<file path="src/rtl/keypad_scanner.sv">
// keypad_scanner: row-scanned 4x4 hex keypad with frame debounce, one-cycle key events
// and an 8-nibble entry history. Optional auto-repeat when KEYPAD_AUTOREPEAT_EN is defined.
`default_nettype none

module keypad_scanner #(
    parameter int SCAN_DIV        = 256,
    parameter int DEBOUNCE_FRAMES = 4,
    parameter int REPEAT_DELAY    = 64,
    parameter int REPEAT_RATE     = 16
) (
    input  logic            clk,
    input  logic            reset_n,
    output logic [3:0]      ROW,
    input  logic [3:0]      COL,
    output logic            key_valid,
    output logic [3:0]      key_code,
    output logic            key_held,
    output logic [7:0][3:0] nibbles_out
);
    localparam int          DIV_W   = $clog2(SCAN_DIV);
    localparam int          CNT_W   = DIV_W + 2;
    localparam logic [3:0]  DEB_MAX = 4'(DEBOUNCE_FRAMES);

    if (SCAN_DIV < 4 || (1 << DIV_W) != SCAN_DIV || DEBOUNCE_FRAMES < 1 ||
        DEBOUNCE_FRAMES > 15 || REPEAT_RATE < 1 || REPEAT_RATE > REPEAT_DELAY) begin : g_bad_params
        $error("keypad_scanner: illegal parameter combination");
    end

    logic [CNT_W-1:0] scan_cnt_q;
    logic [3:0]       row_q;
    logic [3:0]       col_meta_q, col_sync_q;
    logic [15:0]      snap_q, snap_d;
    logic [15:0]      prev_q;
    logic [3:0]       stable_cnt_q, stable_cnt_d;
    logic [15:0]      deb_q;
    logic             held_q;
    logic             valid_q;
    logic [3:0]       code_q;
    logic [7:0][3:0]  hist_q;

    logic [1:0]       row_idx;
    logic             slot_end, frame_end, load, onehot, press_ev, rpt_ev, fire;
    logic [3:0]       idx, fire_code;

    assign row_idx   = scan_cnt_q[CNT_W-1 -: 2];
    assign slot_end  = &scan_cnt_q[DIV_W-1:0];
    assign frame_end = slot_end && (row_idx == 2'd3);

    // snap_d already holds the row being sampled this cycle, so frame_end compares a full frame
    always_comb begin
        snap_d = snap_q;
        if (slot_end) begin
            snap_d[{row_idx, 2'b00} +: 4] = ~col_sync_q;
        end
    end

    always_comb begin
        stable_cnt_d = stable_cnt_q;
        load         = 1'b0;
        if (frame_end) begin
            if (snap_d == prev_q) begin
                if (stable_cnt_q != DEB_MAX) begin
                    stable_cnt_d = stable_cnt_q + 4'd1;
                end
            end else begin
                stable_cnt_d = 4'd0;
            end
            load = (stable_cnt_d == DEB_MAX) && (stable_cnt_q != DEB_MAX);
        end
    end

    always_comb begin
        idx = 4'd0;
        for (int i = 0; i < 16; i++) begin
            if (snap_d[i]) begin
                idx = 4'(i);
            end
        end
    end

    assign onehot   = (snap_d != 16'd0) && ((snap_d & (snap_d - 16'd1)) == 16'd0);
    assign press_ev = load && (deb_q == 16'd0) && onehot;

`ifdef KEYPAD_AUTOREPEAT_EN
    localparam int RPT_W = $clog2(REPEAT_DELAY + 1);

    logic [RPT_W-1:0] rpt_cnt_q, rpt_cnt_d;
    logic             armed_q, armed_d;

    // Only a press that produced an event arms repeat; a multi-to-single reduction never does.
    always_comb begin
        rpt_cnt_d = rpt_cnt_q;
        armed_d   = armed_q;
        rpt_ev    = 1'b0;
        if (load && (snap_d != deb_q)) begin
            armed_d   = press_ev;
            rpt_cnt_d = '0;
        end else if (frame_end && armed_q) begin
            if ((32'(rpt_cnt_q) + 32'd1) == 32'(REPEAT_DELAY)) begin
                rpt_ev    = 1'b1;
                rpt_cnt_d = RPT_W'(REPEAT_DELAY - REPEAT_RATE);
            end else begin
                rpt_cnt_d = rpt_cnt_q + 1'b1;
            end
        end
    end

    always_ff @(posedge clk or negedge reset_n) begin
        if (!reset_n) begin
            rpt_cnt_q <= '0;
            armed_q   <= 1'b0;
        end else begin
            rpt_cnt_q <= rpt_cnt_d;
            armed_q   <= armed_d;
        end
    end
`else
    assign rpt_ev = 1'b0;
`endif

    assign fire      = press_ev | rpt_ev;
    assign fire_code = press_ev ? idx : code_q;

    always_ff @(posedge clk or negedge reset_n) begin
        if (!reset_n) begin
            scan_cnt_q   <= '0;
            row_q        <= 4'hF;
            col_meta_q   <= 4'h0;
            col_sync_q   <= 4'h0;
            snap_q       <= 16'd0;
            prev_q       <= 16'd0;
            stable_cnt_q <= 4'd0;
            deb_q        <= 16'd0;
            held_q       <= 1'b0;
            valid_q      <= 1'b0;
            code_q       <= 4'd0;
            hist_q       <= '0;
        end else begin
            scan_cnt_q   <= scan_cnt_q + 1'b1;
            row_q        <= ~(4'b0001 << row_idx);
            col_meta_q   <= COL;
            col_sync_q   <= col_meta_q;
            snap_q       <= snap_d;
            stable_cnt_q <= stable_cnt_d;
            valid_q      <= fire;
            if (frame_end) begin
                prev_q <= snap_d;
            end
            if (load) begin
                deb_q  <= snap_d;
                held_q <= (snap_d != 16'd0);
            end
            if (fire) begin
                code_q <= fire_code;
                hist_q <= {hist_q[6:0], fire_code};
            end
        end
    end

    assign ROW         = row_q;
    assign key_valid   = valid_q;
    assign key_code    = code_q;
    assign key_held    = held_q;
    assign nibbles_out = hist_q;

endmodule

`default_nettype wire

</file>
<file path="config.mk">
export PLATFORM = sky130hd
export DESIGN_NAME = keypad_scanner
export DESIGN_NICKNAME = d
export VERILOG_FILES = /design/src/rtl/keypad_scanner.sv
export SDC_FILE = /design/constraint.sdc
export NUM_CORES = 1
export LEC_CHECK = 0
export ABC_AREA = 1
export BUFFER_PORTS_ARGS = -buffer_cell sky130_fd_sc_hd__clkbuf_2
export CAP_MARGIN = 20
export CORE_AREA = 2 2 100 102
export CTS_CLUSTER_DIAMETER = 60
export DETAILED_ROUTE_END_ITERATION = 10
export DIE_AREA = 0 0 102 104
export PLACE_DENSITY = 0.86
export SLEW_MARGIN = 5
export SYNTH_ARGS = -nofsm -noshare
export SYNTH_HDL_FRONTEND = slang
export SYNTH_SLANG_ARGS = --single-unit
</file>
<file path="constraint.sdc">
create_clock -name clk -period 3.8 [get_ports clk]
set_input_delay 0.76 -clock clk [delete_from_list [all_inputs] [get_ports clk]]
set_output_delay 0.76 -clock clk [all_outputs]
set_load 0.01 [all_outputs]
</file>
==> results of run 1 <==
==> worst max-delay path: cells and delay by family (launching register included) <==
family	cells	cell delay (ns)
AND/OR/NAND/NOR	14	1.78
buffers and inverters	4	0.66
flip-flops	1	0.53
adder cells (fa/ha/maj)	1	0.29
AO/OA/AOI/OAI	1	0.07
==> registers in the layout, indices dropped and copies added, names as in the netlist, 4 cells and up <==
| name | cells |
|---|---|
| col_meta_q | 4 |
| nibbles_out | 32 |
| col_sync_q | 4 |
| ROW | 4 |
| deb_q | 16 |
| prev_q | 16 |
| stable_cnt_q | 4 |
| scan_cnt_q | 10 |
| snap_q | 16 |
==> kinds of logic (layout without fill, tap and decap cells) <==
group | Yosys count | in the layout | share of synthesized area, %
XOR/XNOR | 11 | 11 | 1.87
flip-flops | 108 | 108 | 52.7
AND/OR/NAND/NOR | 323 | 323 | 27.8
multiplexers | 1 | 1 | 0.219
buffers and inverters | 97 | 150 | 7.91
AO/OA/AOI/OAI | 77 | 77 | 7.60
adder cells (fa/ha/maj) | 8 | 8 | 1.95
==> layer usage <==
metal | part of all wire [%] | GRT usage (%) | vias up
met5 | 0 | 0 | -
met4 | 2.4 | 9.71 | 0
met3 | 4.9 | 3.63 | 31
met2 | 48 | 34.5 | 148
met1 | 44 | 29.6 | 2018
li1 | - | - | 2058
==> synth_stat cells, types with 5 or more instances <==
library cell,n,area (um2)
buf_4,5,37.5
inv_1,75,282
xor2_1,9,78.8
o21ai_0,43,215
nand2_1,186,698
a21oi_1,6,30.0
o21ai_1,26,130
nand2_2,14,87.6
ha_1,8,100
inv_2,5,18.8
nor2_1,53,199
nand4_1,9,56.3
nand3_1,39,195
clkbuf_1,6,22.5
dfrtp_1,104,2600
==> through the flow <==
step | cells | hold WS [ns] | area [um2]
2_1_floorplan | 625 | 0.331 | 5140
3_5_place_dp | 795 | 0.335 | 5490
5_1_grt | 811 | 0.361 | 5710
6_report | 811 | 0.354 | 5710
4_1_cts | 811 | 0.356 | 5700
3_3_place_gp | 795 | 0.334 | 5490
==> area by class of cell <==
cell class                      count  area share (%)
Timing Repair Buffer               53            4.95
Clock inverter                      5            1.45
Inverter                           81            5.41
Multi-Input combinational cell    420            35.5
Tap cell                          133            2.92
Clock buffer                       11            2.30
Sequential cell                   108            47.4
==> worst paths after layout <==
kind	end	cells after the start	slack (ns)	startpoint
hold reg to reg	col_sync_q[3]	0	0.35	col_meta_q[3]
min in group asynchronous	scan_cnt_q[1]	1	0.42	reset_n
setup / recovery	nibbles_out[1]	20	0.40	scan_cnt_q[8]
hold / removal	col_sync_q[3]	0	0.35	col_meta_q[3]
max in group asynchronous	snap_q[7]	2	2.52	reset_n
setup reg to reg	nibbles_out[1]	20	0.40	scan_cnt_q[8]
==> timing repair <==
item / 4_1_cts / 5_1_grt
endpoints found under the setup margin: 0 / 5
gates resized for setup: 0 / 1
hold buffers: 0 / 0
setup buffers: 0 / 0
==> where the power goes <==
group / leakage [nW] / switching, W / internal [W]
Sequential: 1.46 / 0.00000170 / 0.00115
Clock: 0.108 / 0.000382 / 0.000376
Combinational: 1.43 / 0.0000248 / 0.00000482
==> reports/metrics.cfg, run 1 <==
[critical_path]
critical_path.cell_chain = inv_2, ha_1, inv_2, nand3_1, nor3_1, nand2_1, nand2_2, nand2_1, nand2_1, nand2_1, nor2_1, nand3_1, nor2_4, nand4_4, nor2_2, nand2_2, buf_4, nand2_1, o21ai_0, inv_1
endpoint_required_time_on_the_critical_path_ns = 4.12
worstPathMaxFanout = 20
cp-end-kind = flop
max_incr_delay_on_cp_ns = 0.53
path_class = reg2reg
critical_path.most_common_cell = nand2_1
critical-path-slowest-cell = dfrtp_1
arrival_ns = 3.72
critical_path.startpoint_type = flop

[yosys]
syn_inst = 625
syn_nets = 639
synth.yosys.seq_area_share_pct = 52.7
synth-async-reset-ratio_pct = 100
register_bit_count_reported_by_yosys = 108
yosysWarningCount = 0
syn_area_um2 = 5140
avgSynthCellArea_um2 = 8.22
synthDistinctLibCells = 35
ys.flop_type = dfrtp_1
synth-edff-count = 0

[timing]
report.final.setup_viol = 0
slew_headroom_pct = 50.3
timing.fmax_mhz = 294
setup_repair_after_global_routing_missed_its_margin = no
pins_over_slew_limit = 0
final.setup_skew_ns = 0.0113
min_period_ns = 3.40
worst_slack_ns = 0.401
worst_pin_slew_ns = 0.746
final_worst_path_cycle_share_pct = 89.4
final.setup.tns_ns = 0
timing.final.hold_violations = 0

[power]
finalPower_w = 0.00194
power-per-cell-area_nw_per_um2 = 340
static-leakage-power_nw = 3.00
ir_drop_mv = 0.242

[clocking]
tritoncts.num_buffers = 9
cts.reportedPaths.clkPinSlew_ns = 0.10
insertion_delay_ns = 0.38
tritoncts = done
cts_max_level = 3
clk_path_buf_depth = 2
clkSinkCount = 108
root_buffer = clkbuf_8

[drt]
number_of_vias_per_cell = 5.25
drt_iter0_markers = 222
route.detailed.wl_per_inst_um = 13.4
routed_wirelength_um = 10900
postRouteAntennaNets = 0
detail_route.drc_violations = 0
detailedRoute.firstPassIterationCount = 5
dr_total_vias = 4255

[cells_and_area]
layout-drive-gt1-share_pct = 15.5
number_of_inserted_filler_cells_in_the_final_layout = 789
final_cell_mix = 186 x nand2_1, 104 x dfrtp_1, 75 x inv_1, 53 x nor2_1, 46 x clkbuf_2
sequential_cell_area_um2 = 2710
final_net_count = 687
multi_input_comb_area_um2 = 2030
post-route-util_pct = 59.8
area.growth.synth_to_final_pct = 11.1
most_frequent_standard_cell_in_the_layout_excluding_fill_and_tap_cells = nand2_1
num_antenna_cells = 0

[die]
floorplan.initialDensity_pct = 53.8
boundaryPins = 48
floorplan.die.width_um = 102
die-area_um2 = 10600
dieHeight_um = 104
std_cell_rows = 36
core_um2 = 9550

[global_route]
grt_use_total_pct = 21.9
via_count_of_the_first_global_routing_pass = 4013
globalRouteOverflowTotal = 0
grt_start_max_net_pins = 62
grt_first_pass_wirelength_um = 18500
initial_antenna_violation_count = 0

[placed_design]
place_congestion = 0.996
dpl_hpwl_um = 7960
placement.setup.worst_slack_ns = 0.418
portBuffers = 47

[hold_path]
min-delay-path-class = reg2reg

[run]
cap_violations = 0

[outcome]
outcome = finished clean

Power figures use the tool's default switching activity.
==> run 2: changes to the inputs <==
Settings changed: CORE_AREA 2 2 100 102 to 3 3 101 103, DIE_AREA 0 0 102 104 to 0 0 104 106.
==> reports/metrics.cfg, run 2 (synthesized netlist as in run 1, its figures left out) <==
[global_route]
initial_antenna_violation_count = 0  ; unchanged
globalRouteOverflowTotal = 0  ; unchanged
grt_use_total_pct = 20.8  ; was 21.9%
grt_start_max_net_pins = 109  ; was 62
grt_first_pass_wirelength_um = 18700  ; was 18500 um
via_count_of_the_first_global_routing_pass = 4074  ; was 4013

[drt]
dr_total_vias = 4220  ; was 4255
postRouteAntennaNets = 0  ; unchanged
routed_wirelength_um = 10800  ; was 10900 um
number_of_vias_per_cell = 5.24  ; was 5.25
detail_route.drc_violations = 0  ; unchanged
route.detailed.wl_per_inst_um = 13.4  ; about the same
detailedRoute.firstPassIterationCount = 7  ; was 5
drt_iter0_markers = 296  ; was 222

[critical_path]
worst_r2r_endpoint = nibbles_out[2]  ; was nibbles_out[1]
max_incr_delay_on_cp_ns = 0.47  ; was 0.53 ns
worst-r2r-cell-count = 20  ; unchanged
critical_path.cell_chain = inv_2, ha_1, inv_2, nand3_1, nor2_1, nand3_1, nand2_2, nand2_1, nand2_1, nand2_1, nor2_1, nand3_1, nor2_4, nand4_4, nor2_2, nand2_4, buf_4, nand2_1, o21ai_0, inv_1  ; was inv_2, ha_1, inv_2, nand3_1, nor3_1, nand2_1, nand2_2, nand2_1, nand2_1, nand2_1, nor2_1, nand3_1, nor2_4, nand4_4, nor2_2, nand2_2, buf_4, nand2_1, o21ai_0, inv_1
critical_path.most_common_cell = nand2_1  ; unchanged
r2r_setup_slack_ns = 0.54  ; was 0.40 ns
cpLargestDelayFamily = simple AND/OR/NAND/NOR gates  ; unchanged
critical_path.startpoint_type = flop  ; unchanged
worstPathMaxFanout = 26  ; was 20
arrival_ns = 3.58  ; was 3.72 ns
cp-end-kind = flop  ; unchanged
worst-path-buf-inv = 4  ; unchanged
endpoint_required_time_on_the_critical_path_ns = 4.12  ; about the same
critical_path.endpoint = nibbles_out[2]  ; was nibbles_out[1]
critical-path-slowest-cell = dfrtp_2  ; was dfrtp_1
worstSetupPathDepth = 20  ; unchanged
crit_start = scan_cnt_q[8]  ; unchanged
critical_r2r_launch = scan_cnt_q[8]  ; unchanged
path_class = reg2reg  ; unchanged

[cells_and_area]
number_of_inserted_filler_cells_in_the_final_layout = 772  ; was 789
final_net_count = 686  ; was 687
finalInstanceArea_um2 = 5730  ; was 5710 um2
final_cell_mix = 186 x nand2_1, 103 x dfrtp_1, 75 x inv_1, 53 x nor2_1, 46 x clkbuf_2  ; was 186 x nand2_1, 104 x dfrtp_1, 75 x inv_1, 53 x nor2_1, 46 x clkbuf_2
most_frequent_standard_cell_in_the_layout_excluding_fill_and_tap_cells = nand2_1  ; unchanged
num_antenna_cells = 0  ; unchanged
area.growth.synth_to_final_pct = 11.5  ; was 11.1%
layout-drive-gt1-share_pct = 15.8  ; was 15.5%
largest_register_ffs = 32  ; unchanged

[placed_design]
dpl_hpwl_um = 7850  ; was 7960 um
placed_cell_area_um2 = 5490  ; unchanged
place_congestion = 0.950  ; was 0.996
portBuffers = 47  ; unchanged

[timing]
report.final.setup_viol = 0  ; unchanged
slew_headroom_pct = 64.2  ; was 50.3%
fin_hold_ws_ns = 0.358  ; was 0.354 ns
min_period_ns = 3.26  ; was 3.40 ns
final.setup_skew_ns = 0.0104  ; was 0.0113 ns
setup_repair_after_global_routing_missed_its_margin = no  ; unchanged
pins_over_slew_limit = 0  ; unchanged
timing.fmax_mhz = 306  ; was 294 MHz
worst_pin_slew_ns = 0.537  ; was 0.746 ns
timing.final.hold_violations = 0  ; unchanged
final.setup.tns_ns = 0  ; unchanged
final_worst_path_cycle_share_pct = 85.9  ; was 89.4%

[power]
ir_drop_mv = 0.157  ; was 0.242 mV
finalPower_w = 0.00198  ; was 0.00194 W
power-per-cell-area_nw_per_um2 = 346  ; was 340 nW/um2
static-leakage-power_nw = 3.01  ; was 3.00 nW

[clocking]
clk_path_buf_depth = 2  ; unchanged
postCtsHoldBufs = 0  ; unchanged
cts.reportedPaths.clkPinSlew_ns = 0.10  ; about the same
clkSinkCount = 108  ; unchanged
root_buffer = clkbuf_8  ; unchanged
insertion_delay_ns = 0.38  ; about the same
tritoncts.num_buffers = 9  ; unchanged
cts_max_level = 3  ; unchanged
tritoncts = done  ; unchanged

[die]
floorplan.die.width_um = 104  ; was 102 um
boundaryPins = 48  ; unchanged
core_um2 = 9280  ; was 9550 um2
std_cell_rows = 35  ; was 36
die-area_um2 = 11000  ; was 10600 um2
floorplan.initialDensity_pct = 55.4  ; was 53.8%
dieHeight_um = 106  ; was 104 um

[hold_path]
min-delay-path-class = reg2reg  ; unchanged

[outcome]
outcome = finished clean  ; unchanged

[run]
cap_violations = 0  ; unchanged

==> run 2: final cells by class <==
type | count | area, um2 | area share, %
Clock inverter | 7 | 106 | 1.86
Clock buffer | 9 | 124 | 2.16
Tap cell | 129 | 161 | 2.82
Sequential cell | 108 | 2710 | 47.3
Inverter | 81 | 309 | 5.39
Timing Repair Buffer | 52 | 288 | 5.02
Multi-Input combinational cell | 420 | 2030 | 35.5
==> run 2: timing repair <==
action / CTS / global route
resized for setup: 0 / 3
setup endpoints to repair: 0 / 31
setup buffers: 0 / 0
==> run 2: how the worst min path moves through the flow <==
stage                             start            end  slack, ns  depth (start not counted)
after floorplan           col_meta_q[0]  col_sync_q[0]       0.33                          0
after global placement    col_meta_q[2]  col_sync_q[2]       0.34                          0
after detailed placement  col_meta_q[1]  col_sync_q[1]       0.34                          0
after CTS                 col_meta_q[1]  col_sync_q[1]       0.36                          0
after global routing      col_meta_q[1]  col_sync_q[1]       0.37                          0
final                     col_meta_q[1]  col_sync_q[1]       0.36                          0
==> run 2: metrics by stage <==
stage / setup WS [ns] / utilization (%) / std cells
finish: 0.536 / 61.7 / 806
global route: 0.112 / 61.7 / 806
CTS: 0.317 / 61.6 / 806
detailed placement: 0.369 / 59.1 / 790
global placement: 0.454 / 59.1 / 790
floorplan: 1.11 / - / 625
==> run 2: routing by layer <==
| metal | part of all wire (%) | vias to the layer above | GRT usage (%) |
|---|---|---|---|
| li1 | - | 2065 | - |
| met1 | 44 | 1992 | 26.9 |
| met2 | 48 | 140 | 33.8 |
| met3 | 5.9 | 23 | 4.37 |
| met4 | 2.2 | 0 | 9.40 |
| met5 | 0 | - | 0 |
==> run 2: worst reg2reg max path: stages, from the launching register on <==
cell	delay, ns
dfrtp_2	0.47
inv_2	0.12
ha_1	0.28
inv_2	0.15
nand3_1	0.18
nor2_1	0.16
nand3_1	0.14
nand2_2	0.20
nand2_1	0.07
nand2_1	0.06
nand2_1	0.05
nor2_1	0.09
nand3_1	0.14
nor2_4	0.21
nand4_4	0.11
nor2_2	0.16
nand2_4	0.19
buf_4	0.24
nand2_1	0.06
o21ai_0	0.07
inv_1	0.06
==> run 2: where the power goes <==
part / switching (W) / internal [W] / leakage [nW]
Clock: 0.000412 / 0.000383 / 0.116
Sequential: 0.00000177 / 0.00115 / 1.46
Combinational: 0.0000246 / 0.00000567 / 1.43
==> run 3: changes to the inputs <==
Settings changed: CELL_PAD_IN_SITES_DETAIL_PLACEMENT from default to 1, CELL_PAD_IN_SITES_GLOBAL_PLACEMENT from default to 2, CORE_AREA 3 3 101 103 to 3 3 124 126, DIE_AREA 0 0 104 106 to 0 0 127 129, GPL_ROUTABILITY_DRIVEN from default to 0, PLACE_DENSITY 0.86 to 0.91.
==> reports/metrics.cfg, run 3 (synthesized netlist as in run 1, its figures left out) <==
[cells_and_area]
sequential_cell_area_um2 = 2710  ; unchanged
post-route-util_pct = 40.8  ; was 61.7%
final_cell_mix = 186 x nand2_1, 103 x dfrtp_1, 75 x inv_1, 53 x nor2_1, 46 x clkbuf_2  ; unchanged
area.growth.synth_to_final_pct = 14.6  ; was 11.5%
multi_input_comb_area_um2 = 2030  ; about the same
layout-drive-gt1-share_pct = 15.7  ; was 15.8%
most_frequent_standard_cell_in_the_layout_excluding_fill_and_tap_cells = nand2_1  ; unchanged
largest_register_ffs = 32  ; unchanged
number_of_inserted_filler_cells_in_the_final_layout = 1786  ; was 772
num_antenna_cells = 0  ; unchanged
final_net_count = 686  ; unchanged

[timing]
timing.fmax_mhz = 303  ; was 306 MHz
timing.final.hold_violations = 0  ; unchanged
min_period_ns = 3.30  ; was 3.26 ns
report.final.setup_viol = 0  ; unchanged
worst_pin_slew_ns = 0.589  ; was 0.537 ns
final.setup.tns_ns = 0  ; unchanged
final_worst_path_cycle_share_pct = 86.9  ; was 85.9%
slew_headroom_pct = 60.7  ; was 64.2%
final.setup_skew_ns = 0.00972  ; was 0.0104 ns
fin_hold_ws_ns = 0.356  ; was 0.358 ns
pins_over_slew_limit = 0  ; unchanged
worst_slack_ns = 0.499  ; was 0.536 ns
setup_repair_after_global_routing_missed_its_margin = no  ; unchanged

[placed_design]
dpl_hpwl_um = 9510  ; was 7850 um
placement.setup.worst_slack_ns = 0.284  ; was 0.369 ns
portBuffers = 47  ; unchanged

[clocking]
clkSinkCount = 108  ; unchanged
post_cts.resized_instances = 0  ; unchanged
postCtsHoldBufs = 0  ; unchanged
cts.reportedPaths.clkPinSlew_ns = 0.07  ; was 0.10 ns
clk_path_buf_depth = 2  ; unchanged
post-cts-setup-buffer-count = 0  ; unchanged
root_buffer = clkbuf_16  ; was clkbuf_8
tritoncts = done  ; unchanged
cts_max_level = 3  ; unchanged
insertion_delay_ns = 0.36  ; was 0.38 ns
tritoncts.num_buffers = 9  ; unchanged

[die]
boundaryPins = 48  ; unchanged
std_cell_rows = 44  ; was 35
die-area_um2 = 16400  ; was 11000 um2
floorplan.initialDensity_pct = 35.6  ; was 55.4%
floorplan.die.width_um = 127  ; was 104 um
dieHeight_um = 129  ; was 106 um
core_um2 = 14400  ; was 9280 um2

[drt]
postRouteAntennaNets = 0  ; unchanged
dr_total_vias = 4137  ; was 4220
detailedRoute.firstPassIterationCount = 4  ; was 7
routed_wirelength_um = 12800  ; was 10800 um
detail_route.drc_violations = 0  ; unchanged
route.detailed.wl_per_inst_um = 14.9  ; was 13.4 um
number_of_vias_per_cell = 4.80  ; was 5.24
drt_iter0_markers = 207  ; was 296

[global_route]
globalRouteOverflowTotal = 0  ; unchanged
initial_antenna_violation_count = 0  ; unchanged
via_count_of_the_first_global_routing_pass = 4391  ; was 4074
grt_use_total_pct = 16.8  ; was 20.8%
grt_first_pass_wirelength_um = 21900  ; was 18700 um
grt_start_max_net_pins = 109  ; unchanged

[power]
static-leakage-power_nw = 3.05  ; was 3.01 nW
power-per-cell-area_nw_per_um2 = 368  ; was 346 nW/um2
ir_drop_mv = 0.199  ; was 0.157 mV

[outcome]
outcome = finished clean  ; unchanged

[critical_path]
max_incr_delay_on_cp_ns = 0.46  ; was 0.47 ns
worst_r2r_endpoint = nibbles_out[15]  ; was nibbles_out[2]
critical_r2r_launch = scan_cnt_q[8]  ; unchanged
arrival_ns = 3.55  ; was 3.58 ns
worst-path-buf-inv = 3  ; was 4
r2r_setup_slack_ns = 0.50  ; was 0.54 ns
cpLargestDelayFamily = simple AND/OR/NAND/NOR gates  ; unchanged
worst-r2r-cell-count = 19  ; was 20
critical_path.startpoint_type = flop  ; unchanged
critical_path.cell_chain = inv_2, ha_1, inv_2, nand3_1, nor3_1, nand2_1, nand2_2, nand2_1, nand2_1, nand2_1, nor2_1, nand3_1, nor2_4, nand4_4, nor2_2, nand2_4, buf_12, nand2_1, o21ai_1  ; was inv_2, ha_1, inv_2, nand3_1, nor2_1, nand3_1, nand2_2, nand2_1, nand2_1, nand2_1, nor2_1, nand3_1, nor2_4, nand4_4, nor2_2, nand2_4, buf_4, nand2_1, o21ai_0, inv_1
cp-end-kind = flop  ; unchanged
endpoint_required_time_on_the_critical_path_ns = 4.05  ; was 4.12 ns
path_class = reg2reg  ; unchanged
critical-path-slowest-cell = dfrtp_2  ; unchanged
worstPathMaxFanout = 20  ; was 26
critical_path.most_common_cell = nand2_1  ; unchanged

[hold_path]
min-delay-path-class = reg2reg  ; unchanged
min_to = col_sync_q[1]  ; unchanged
min_from = col_meta_q[1]  ; unchanged
whs_path_depth = 0  ; unchanged

[run]
cap_violations = 0  ; unchanged

run 3: cell types whose count changed in the layout (fill, tap and decap cells not counted):
cell,delta
clkinv_2,+1
buf_12,+1
clkbuf_16,+9
nor3_1,+1
clkinv_4,-1
nor3_2,-1
buf_4,-1
bufinv_16,-1
clkbuf_8,-8
run 3: metal layers:
layer	GRT usage [%]	wire length, um	vias to the layer above
met4	5.68	189	0
li1	-	-	2056
met1	21.6	6070	2026
met5	0	0	-
met3	3.57	345	12
met2	28.2	6230	43
run 3: stage by stage:
step                std cells  total power, W  area (um2)
finish                    861         0.00217        5890
detailed placement        845         0.00121        5570
global placement          845         0.00121        5570
floorplan                 625         0.00118        5140
global route              861         0.00226        5890
CTS                       861         0.00220        5880
run 3: cell type report:
cell class / instances / share of cell area (%)
multi-input cells: 420 / 34.5
clock inverters: 6 / 1.19
inverters: 81 / 5.29
well taps: 184 / 3.91
repair buffers: 52 / 5.10
flip-flops and latches: 108 / 46.0
clock buffers: 10 / 4.06
run 3: worst max path at each step:
| stage | start | end | slack [ns] | cells past startpoint |
|---|---|---|---|---|
| 2_1_floorplan | scan_cnt_q[8] | nibbles_out[5] | 1.11 | 19 |
| 3_3_place_gp | scan_cnt_q[8] | nibbles_out[3] | 0.39 | 19 |
| 3_5_place_dp | scan_cnt_q[8] | nibbles_out[3] | 0.28 | 19 |
| 4_1_cts | scan_cnt_q[8] | nibbles_out[3] | 0.26 | 20 |
| 5_1_grt | scan_cnt_q[8] | nibbles_out[3] | 0.08 | 19 |
| 6_report | scan_cnt_q[8] | nibbles_out[15] | 0.50 | 19 |
run 3: power breakdown:
part	total (W)	internal (W)	switching [W]	leakage, nW
Clock	0.000980	0.000535	0.000444	0.153
Sequential	0.00115	0.00115	0.00000147	1.46
Combinational	0.0000313	0.00000564	0.0000257	1.44
run 3: worst reg2reg max path: stages (launching register included):
cell,delay (ns)
dfrtp_2,0.46
inv_2,0.12
ha_1,0.28
inv_2,0.15
nand3_1,0.18
nor3_1,0.24
nand2_1,0.15
nand2_2,0.16
nand2_1,0.08
nand2_1,0.06
nand2_1,0.05
nor2_1,0.09
nand3_1,0.13
nor2_4,0.20
nand4_4,0.10
nor2_2,0.17
nand2_4,0.20
buf_12,0.22
nand2_1,0.07
o21ai_1,0.07
